File: src/rtl/hack_ps2_keyboard.sv
// PS/2 keyboard receiver and Hack key-code decoder.
// Deserialises 11-bit PS/2 frames (start, 8 data LSB first, odd parity,
// stop), tracks scan-code set 2 make/break/extended prefixes and holds the
// Hack code of the currently pressed key (0 when none) for the 0x6000
// keyboard register.
//
// Handshake: the receiver has no back-pressure. scan_valid is a one-cycle
// strobe qualifying scan_code; frame_err is a one-cycle strobe for a dropped
// frame; the two are never high together. key_code is a level that changes
// one cycle after the scan_valid strobe that caused it.
module hack_ps2_keyboard #(
    parameter int WIDTH          = 16,
    parameter int TIMEOUT_CYCLES = 50000
) (
    input  logic             clk,
    input  logic             reset,
    input  logic             ps2_clk,
    input  logic             ps2_data,
    output logic [WIDTH-1:0] key_code,
    output logic             scan_valid,
    output logic [7:0]       scan_code,
    output logic             frame_err,
    output logic [1:0]       dbg_state
);

    typedef enum logic [1:0] {
        ST_IDLE = 2'd0,
        ST_RECV = 2'd1,
        ST_STOP = 2'd2
    } state_t;

    localparam int TW = $clog2(TIMEOUT_CYCLES + 1);

    logic         r_clk_meta, r_clk_sync, r_clk_prev;
    logic         r_dat_meta, r_dat_sync;
    logic         w_fall;
    state_t       r_state, w_state_nxt;
    logic [3:0]   r_bitcnt;
    logic [8:0]   r_shreg;
    logic [TW-1:0] r_to_cnt;
    logic         w_start, w_shift, w_good, w_bad, w_timeout, w_to_hit;
    logic         r_brk, r_ext;
    logic [8:0]   w_map;

    // Two-flop synchronisers for the asynchronous PS/2 lines, idle-high preset
    always_ff @(posedge clk) begin
        if (!reset) begin
            r_clk_meta <= 1'b1;
            r_clk_sync <= 1'b1;
            r_clk_prev <= 1'b1;
            r_dat_meta <= 1'b1;
            r_dat_sync <= 1'b1;
        end else begin
            r_clk_meta <= ps2_clk;
            r_clk_sync <= r_clk_meta;
            r_clk_prev <= r_clk_sync;
            r_dat_meta <= ps2_data;
            r_dat_sync <= r_dat_meta;
        end
    end

    assign w_fall    = r_clk_prev & ~r_clk_sync;
    // The counter lands on TIMEOUT_CYCLES-1 in the same cycle frame_err rises.
    assign w_to_hit  = (r_to_cnt == TW'(TIMEOUT_CYCLES - 2));
    assign dbg_state = r_state;

    // Frame FSM state register
    always_ff @(posedge clk) begin
        if (!reset) r_state <= ST_IDLE;
        else        r_state <= w_state_nxt;
    end

    // Frame FSM next-state and per-cycle control strobes
    always_comb begin
        w_state_nxt = r_state;
        w_start     = 1'b0;
        w_shift     = 1'b0;
        w_good      = 1'b0;
        w_bad       = 1'b0;
        w_timeout   = 1'b0;
        case (r_state)
            ST_IDLE: begin
                // A fall with data high is line noise, not a start bit.
                if (w_fall && !r_dat_sync) begin
                    w_start     = 1'b1;
                    w_state_nxt = ST_RECV;
                end
            end
            ST_RECV: begin
                if (w_fall) begin
                    w_shift = 1'b1;
                    if (r_bitcnt == 4'd8) w_state_nxt = ST_STOP;
                end else if (w_to_hit) begin
                    w_timeout   = 1'b1;
                    w_state_nxt = ST_IDLE;
                end
            end
            ST_STOP: begin
                if (w_fall) begin
                    w_state_nxt = ST_IDLE;
                    if (r_dat_sync && (^r_shreg)) w_good = 1'b1;
                    else                          w_bad  = 1'b1;
                end else if (w_to_hit) begin
                    w_timeout   = 1'b1;
                    w_state_nxt = ST_IDLE;
                end
            end
            default: w_state_nxt = ST_IDLE;
        endcase
    end

    // Shift register and bit counter for data+parity
    always_ff @(posedge clk) begin
        if (!reset) begin
            r_bitcnt <= 4'd0;
            r_shreg  <= 9'd0;
        end else if (w_start) begin
            r_bitcnt <= 4'd0;
            r_shreg  <= 9'd0;
        end else if (w_shift) begin
            r_bitcnt <= r_bitcnt + 4'd1;
            r_shreg  <= {r_dat_sync, r_shreg[8:1]};
        end
    end

    // Mid-frame watchdog: cleared on every fall, idle outside a frame
    always_ff @(posedge clk) begin
        if (!reset || w_fall || r_state == ST_IDLE) r_to_cnt <= '0;
        else                                        r_to_cnt <= r_to_cnt + 1'b1;
    end

    // Registered receiver strobes and last good byte
    always_ff @(posedge clk) begin
        if (!reset) begin
            scan_valid <= 1'b0;
            scan_code  <= 8'h00;
            frame_err  <= 1'b0;
        end else begin
            scan_valid <= w_good;
            frame_err  <= w_bad | w_timeout;
            if (w_good) scan_code <= r_shreg[7:0];
        end
    end

    // Set-2 scan code to Hack code; bit 8 flags a mapped key
    function automatic logic [8:0] map_key(input logic ext, input logic [7:0] sc);
        logic [8:0] r;
        r = 9'd0;
        if (!ext) begin
            case (sc)
                8'h1C: r = {1'b1, 8'd65};  8'h32: r = {1'b1, 8'd66};
                8'h21: r = {1'b1, 8'd67};  8'h23: r = {1'b1, 8'd68};
                8'h24: r = {1'b1, 8'd69};  8'h2B: r = {1'b1, 8'd70};
                8'h34: r = {1'b1, 8'd71};  8'h33: r = {1'b1, 8'd72};
                8'h43: r = {1'b1, 8'd73};  8'h3B: r = {1'b1, 8'd74};
                8'h42: r = {1'b1, 8'd75};  8'h4B: r = {1'b1, 8'd76};
                8'h3A: r = {1'b1, 8'd77};  8'h31: r = {1'b1, 8'd78};
                8'h44: r = {1'b1, 8'd79};  8'h4D: r = {1'b1, 8'd80};
                8'h15: r = {1'b1, 8'd81};  8'h2D: r = {1'b1, 8'd82};
                8'h1B: r = {1'b1, 8'd83};  8'h2C: r = {1'b1, 8'd84};
                8'h3C: r = {1'b1, 8'd85};  8'h2A: r = {1'b1, 8'd86};
                8'h1D: r = {1'b1, 8'd87};  8'h22: r = {1'b1, 8'd88};
                8'h35: r = {1'b1, 8'd89};  8'h1A: r = {1'b1, 8'd90};
                8'h45: r = {1'b1, 8'd48};  8'h16: r = {1'b1, 8'd49};
                8'h1E: r = {1'b1, 8'd50};  8'h26: r = {1'b1, 8'd51};
                8'h25: r = {1'b1, 8'd52};  8'h2E: r = {1'b1, 8'd53};
                8'h36: r = {1'b1, 8'd54};  8'h3D: r = {1'b1, 8'd55};
                8'h3E: r = {1'b1, 8'd56};  8'h46: r = {1'b1, 8'd57};
                8'h29: r = {1'b1, 8'd32};  8'h5A: r = {1'b1, 8'd128};
                8'h66: r = {1'b1, 8'd129}; 8'h76: r = {1'b1, 8'd140};
                8'h05: r = {1'b1, 8'd141}; 8'h06: r = {1'b1, 8'd142};
                8'h04: r = {1'b1, 8'd143}; 8'h0C: r = {1'b1, 8'd144};
                8'h03: r = {1'b1, 8'd145}; 8'h0B: r = {1'b1, 8'd146};
                8'h83: r = {1'b1, 8'd147}; 8'h0A: r = {1'b1, 8'd148};
                8'h01: r = {1'b1, 8'd149}; 8'h09: r = {1'b1, 8'd150};
                8'h78: r = {1'b1, 8'd151}; 8'h07: r = {1'b1, 8'd152};
                default: r = 9'd0;
            endcase
        end else begin
            case (sc)
                8'h6B: r = {1'b1, 8'd130}; 8'h75: r = {1'b1, 8'd131};
                8'h74: r = {1'b1, 8'd132}; 8'h72: r = {1'b1, 8'd133};
                8'h6C: r = {1'b1, 8'd134}; 8'h69: r = {1'b1, 8'd135};
                8'h7D: r = {1'b1, 8'd136}; 8'h7A: r = {1'b1, 8'd137};
                8'h70: r = {1'b1, 8'd138}; 8'h71: r = {1'b1, 8'd139};
                default: r = 9'd0;
            endcase
        end
        return r;
    endfunction

    assign w_map = map_key(r_ext, scan_code);

    // Make/break/extended decoder driving the held key code
    always_ff @(posedge clk) begin
        if (!reset) begin
            key_code <= '0;
            r_brk    <= 1'b0;
            r_ext    <= 1'b0;
        end else if (frame_err) begin
            r_brk <= 1'b0;
            r_ext <= 1'b0;
        end else if (scan_valid) begin
            if (scan_code == 8'hF0) begin
                r_brk <= 1'b1;
            end else if (scan_code == 8'hE0) begin
                r_ext <= 1'b1;
            end else begin
                if (w_map[8]) begin
                    if (!r_brk)                               key_code <= WIDTH'(w_map[7:0]);
                    else if (key_code == WIDTH'(w_map[7:0]))  key_code <= '0;
                end
                r_brk <= 1'b0;
                r_ext <= 1'b0;
            end
        end
    end

endmodule

File: config.mk
export PLATFORM = sky130hd
export DESIGN_NAME = hack_ps2_keyboard
export DESIGN_NICKNAME = d
export VERILOG_FILES = /design/src/rtl/hack_ps2_keyboard.sv
export SDC_FILE = /design/constraint.sdc
export NUM_CORES = 1
export LEC_CHECK = 0
export BUFFER_PORTS_ARGS = -buffer_cell sky130_fd_sc_hd__buf_2
export CAP_MARGIN = 40
export CORE_MARGIN = 2
export CORE_UTILIZATION = 45
export DETAILED_ROUTE_END_ITERATION = 8
export GPL_ROUTABILITY_DRIVEN = 0
export SLEW_MARGIN = 0
export SYNTH_ARGS = -nofsm -noshare
export SYNTH_HDL_FRONTEND = slang
export SYNTH_SLANG_ARGS = --single-unit
File: constraint.sdc
create_clock -name clk -period 3.85 [get_ports clk]
set_input_delay 0.1925 -clock clk [delete_from_list [all_inputs] [get_ports clk]]
set_output_delay 0.1925 -clock clk [all_outputs]
set_load 0.02 [all_outputs]
==> out/summary.log <==
INFO  finish         mostFrequentLayoutCell=sky130_fd_sc_hd__nand2_1
INFO  worst_setup_path timing.critical_path.from_type=register
INFO  die            io_pins=32
INFO  timing         rsz_0062_raised_after_global_routing=false
INFO  clock_tree     cts_root_buf=sky130_fd_sc_hd__clkbuf_8
INFO  clock_tree     postCtsResizedCells=0
INFO  worst_setup_path worst-r2r-cell-count=12
INFO  clock_tree     cts_num_sinks=65
INFO  global_routing grt.overflow.total=0
INFO  worst_setup_path cp_cell_sequence=xor3_1 > nor2_1 > mux2_4 > mux2i_1 > inv_1 > ha_1 > nand2_1 > mux2i_1 > a21oi_1 > nand3_1 > o21ai_0 > a31oi_1
INFO  detailed_routing drc=0
INFO  power_and_ir_drop intPower=0.991mW
INFO  logic_synthesis synth.cell_area=4720um2
INFO  timing         timing.max_slew.rel_slack=50.4%
INFO  timing         setup_viol=0
INFO  run            max_cap_violations=0
INFO  detailed_routing wl_met1=5760um
INFO  power_and_ir_drop vdd_ir_drop_max=0.000220V
INFO  power_and_ir_drop pwr-share-comb=2.6%
INFO  clock_tree     cts-buffers-inserted=9
INFO  power_and_ir_drop power-per-cell-area=260nW/um2
INFO  die            horizontal_die_dimension=106um
INFO  detailed_routing number_of_optimization_iterations_in_the_first_detailed_route_pass=6
INFO  timing         finalCritPeriodShare=93.6%
INFO  global_routing grt_pass1_wl=22100um
INFO  worst_setup_path critical_path_required=4.09ns
INFO  detailed_routing route.met2.wl=6240um
INFO  global_routing via_count_of_the_first_global_routing_pass=4290
INFO  clock_tree     cts_tree=yes
INFO  timing         min_period=3.60ns
INFO  logic_synthesis yosys.cell_types.count=75
INFO  global_routing grt.total_usage=24.7%
INFO  detailed_routing drt_iter0_markers=519
INFO  timing         number_of_endpoints_with_negative_hold_slack_in_the_final_report=0
INFO  power_and_ir_drop pwr-share-seq=50.9%
INFO  timing         slew_viol_final=0
INFO  finish         antenna_cells_inserted=0
INFO  die            die_y=106um
INFO  die            placement_rows=37
INFO  timing         timing.fmax=278MHz
INFO  clock_tree     cts.reportedPaths.clkPinSlew=0.08ns
INFO  worst_setup_path worst_path_max_delay_cell=sky130_fd_sc_hd__dfxtp_1
INFO  clock_tree     cts.htree.levels=3
INFO  worst_setup_path r2r_setup_slack=0.25ns
INFO  placed_design  port_buffers=23
INFO  finish         finish.utilization=49.8%
INFO  min_path       hold_class=in2reg
INFO  global_routing grt_antenna_before_repair=0
INFO  logic_synthesis synth_top_flop_cell=sky130_fd_sc_hd__dfxtp_1
INFO  finish         share_of_layout_cells_above_drive_strength_1=12.9%
INFO  power_and_ir_drop total_power=1.33mW
INFO  timing         finalSetupTns=0ns
INFO  logic_synthesis synth-edff-count=0
INFO  finish         most-common-layout-cells=sky130_fd_sc_hd__nand2_1, sky130_fd_sc_hd__dfxtp_1, sky130_fd_sc_hd__nor2_1, sky130_fd_sc_hd__a21oi_1, sky130_fd_sc_hd__nand3_1
INFO  worst_setup_path critical_path.reg2reg.startpoint=r_shreg[1]$_SDFFE_PP0P_
INFO  global_routing grt_start_max_net_pins=33
INFO  worst_setup_path setup.worst_path.class=reg2reg
INFO  placed_design  dp.final_hpwl=9820um
INFO  timing         timing_worst_slew_pin_value=0.738ns
INFO  detailed_routing drt.antenna.violating_nets=0
INFO  power_and_ir_drop netSwitchingFraction=25.3%
INFO  detailed_routing vias=4638
INFO  worst_setup_path most_frequent_cell_on_critical_path=sky130_fd_sc_hd__mux2i_1
INFO  clock_tree     post_cts_hold_buffer_count=2
INFO  detailed_routing route.final.wire_length=13600um
INFO  detailed_routing met3RoutedLength=1150um
INFO  logic_synthesis synth_area_leader_cell=sky130_fd_sc_hd__dfxtp_1
INFO  worst_setup_path critPathMaxStageDelay=0.65ns
INFO  die            start_util=46.1%
INFO  power_and_ir_drop clkPwrFrac=46.6%
INFO  finish         fillers=988
INFO  finish         final-instance-count-excl-fill=763
INFO  placed_design  post_placement_cell_count=745
INFO  finish         nets=639
INFO  detailed_routing top_layer=met4
INFO  detailed_routing post_drt_wl_per_cell=17.8um
INFO  worst_setup_path path_max_fanout=17
INFO  timing         layout_setup_ws=0.246ns
INFO  logic_synthesis async_flop_share=0%
INFO  logic_synthesis ys_top_cells_by_area=sky130_fd_sc_hd__dfxtp_1, sky130_fd_sc_hd__nand2_1, sky130_fd_sc_hd__a21oi_1
INFO  finish         synthToLayoutAreaGrowth=8.03%
INFO  status         run_status=complete, no violations
INFO  die            floorplan.die_area=11300um2
INFO  clock_tree     post_cts_buffers=0
INFO  finish         layout.area.seq=1300um2
INFO  worst_setup_path cp_data_arrival_time=3.84ns
INFO  worst_setup_path timing.critical_path.to_type=register
INFO  logic_synthesis yosys_register_bits=65
INFO  logic_synthesis yosysWarnings=0
INFO  finish         multi_input_area=3100um2
INFO  die            core_area=10200um2
INFO  power_and_ir_drop switching_component_of_the_power=0.337mW
INFO  logic_synthesis synth_seq_area_share=27.6%
INFO  clock_tree     clockBufferDepth=2
INFO  logic_synthesis post-synth-top-area-fraction=27.6%
INFO  logic_synthesis synth_area_per_cell=7.67um2
INFO  logic_synthesis synthesis.instances=615
INFO  timing         clock_skew=0.0189ns
INFO  detailed_routing routed_via_density=6.08
INFO  placed_design  detailedPlace.worstSlack=0.339ns
INFO  power_and_ir_drop leakagePower=1.86nW
INFO  worst_setup_path crit_path_start=r_shreg[1]$_SDFFE_PP0P_
INFO  clock_tree     clkLatencyLatePin=0.37ns
==> routing by layer <==
metal | GRT usage, % | vias to the layer above
li1 | - | 2203
met3 | 5.82 | 39
met4 | 11.4 | 0
met2 | 38.9 | 256
met5 | 0 | -
met1 | 31.9 | 2140
==> power by group through the flow <==
stage,registers (mW),clock network [mW],logic [mW]
floorplan,0.691,0,0.0297
global placement,0.691,0,0.0313
detailed placement,0.691,0,0.0321
CTS,0.676,0.633,0.0336
global route,0.676,0.655,0.0371
finish,0.676,0.618,0.0339
==> synthesized netlist by cell type, drive strengths merged, types with 14 or more instances <==
master,n
a21oi,41
buf,22
clkbuf,28
dfxtp,65
inv,18
mux2,14
mux2i,17
nand2,77
nand3,36
nor2,52
nor2b,14
nor3,16
o21ai,32
==> worst min path at each step <==
| stage | slack (ns) | from | endpoint | cells after the start |
|---|---|---|---|---|
| finish | 0.30 | reset | r_clk_meta$_SDFF_PN1_ | 2 |
| CTS | 0.28 | reset | r_dat_meta$_SDFF_PN1_ | 2 |
| detailed placement | 0.38 | ps2_data | r_dat_meta$_SDFF_PN1_ | 2 |
| global placement | 0.38 | ps2_data | r_dat_meta$_SDFF_PN1_ | 2 |
| floorplan | 0.29 | ps2_clk | r_clk_meta$_SDFF_PN1_ | 1 |
| global route | 0.31 | reset | r_clk_meta$_SDFF_PN1_ | 2 |
==> stage by stage <==
| stage | hold slack, ns | area [um2] |
|---|---|---|
| 2_1_floorplan | 0.294 | 4750 |
| 3_3_place_gp | 0.377 | 4880 |
| 3_5_place_dp | 0.376 | 4880 |
| 4_1_cts | 0.279 | 5100 |
| 5_1_grt | 0.307 | 5100 |
| 6_report | 0.297 | 5100 |
==> critical path, delay by kind of cell (launching register included) <==
family,cells,cell delay [ns]
adder cells (fa/ha/maj),1,0.36
AO/OA/AOI/OAI,3,0.44
AND/OR/NAND/NOR,3,0.47
multiplexers,3,0.83
buffers and inverters,1,0.16
XOR/XNOR,1,0.56
flip-flops,1,0.65
==> final cells by class <==
type                       count  area share [%]
clock buffer                  10            2.50
clock inverter                 6            1.47
inverter                      21            1.74
multi-input combinational    486            60.7
sequential                    65            25.5
tap                          136            3.34
timing repair buffer          39            4.71
==> cell families (layout without fill, tap and decap cells) <==
logic type                 count (synthesis)  in the layout  synth area share, %
xor gates and xnor gates                  27             27                 5.65
other                                      1              8               0.0795
DFF                                       65             65                 27.6
adders and majority gates                 13             13                 3.45
and+or+nand+nor                          257            257                 27.1
buffers and inverters                     71             76                 7.40
AOI/OAI and AO/OA                        150            150                 20.9
muxes                                     31             31                 7.87
(Power assumes the default switching activity.)
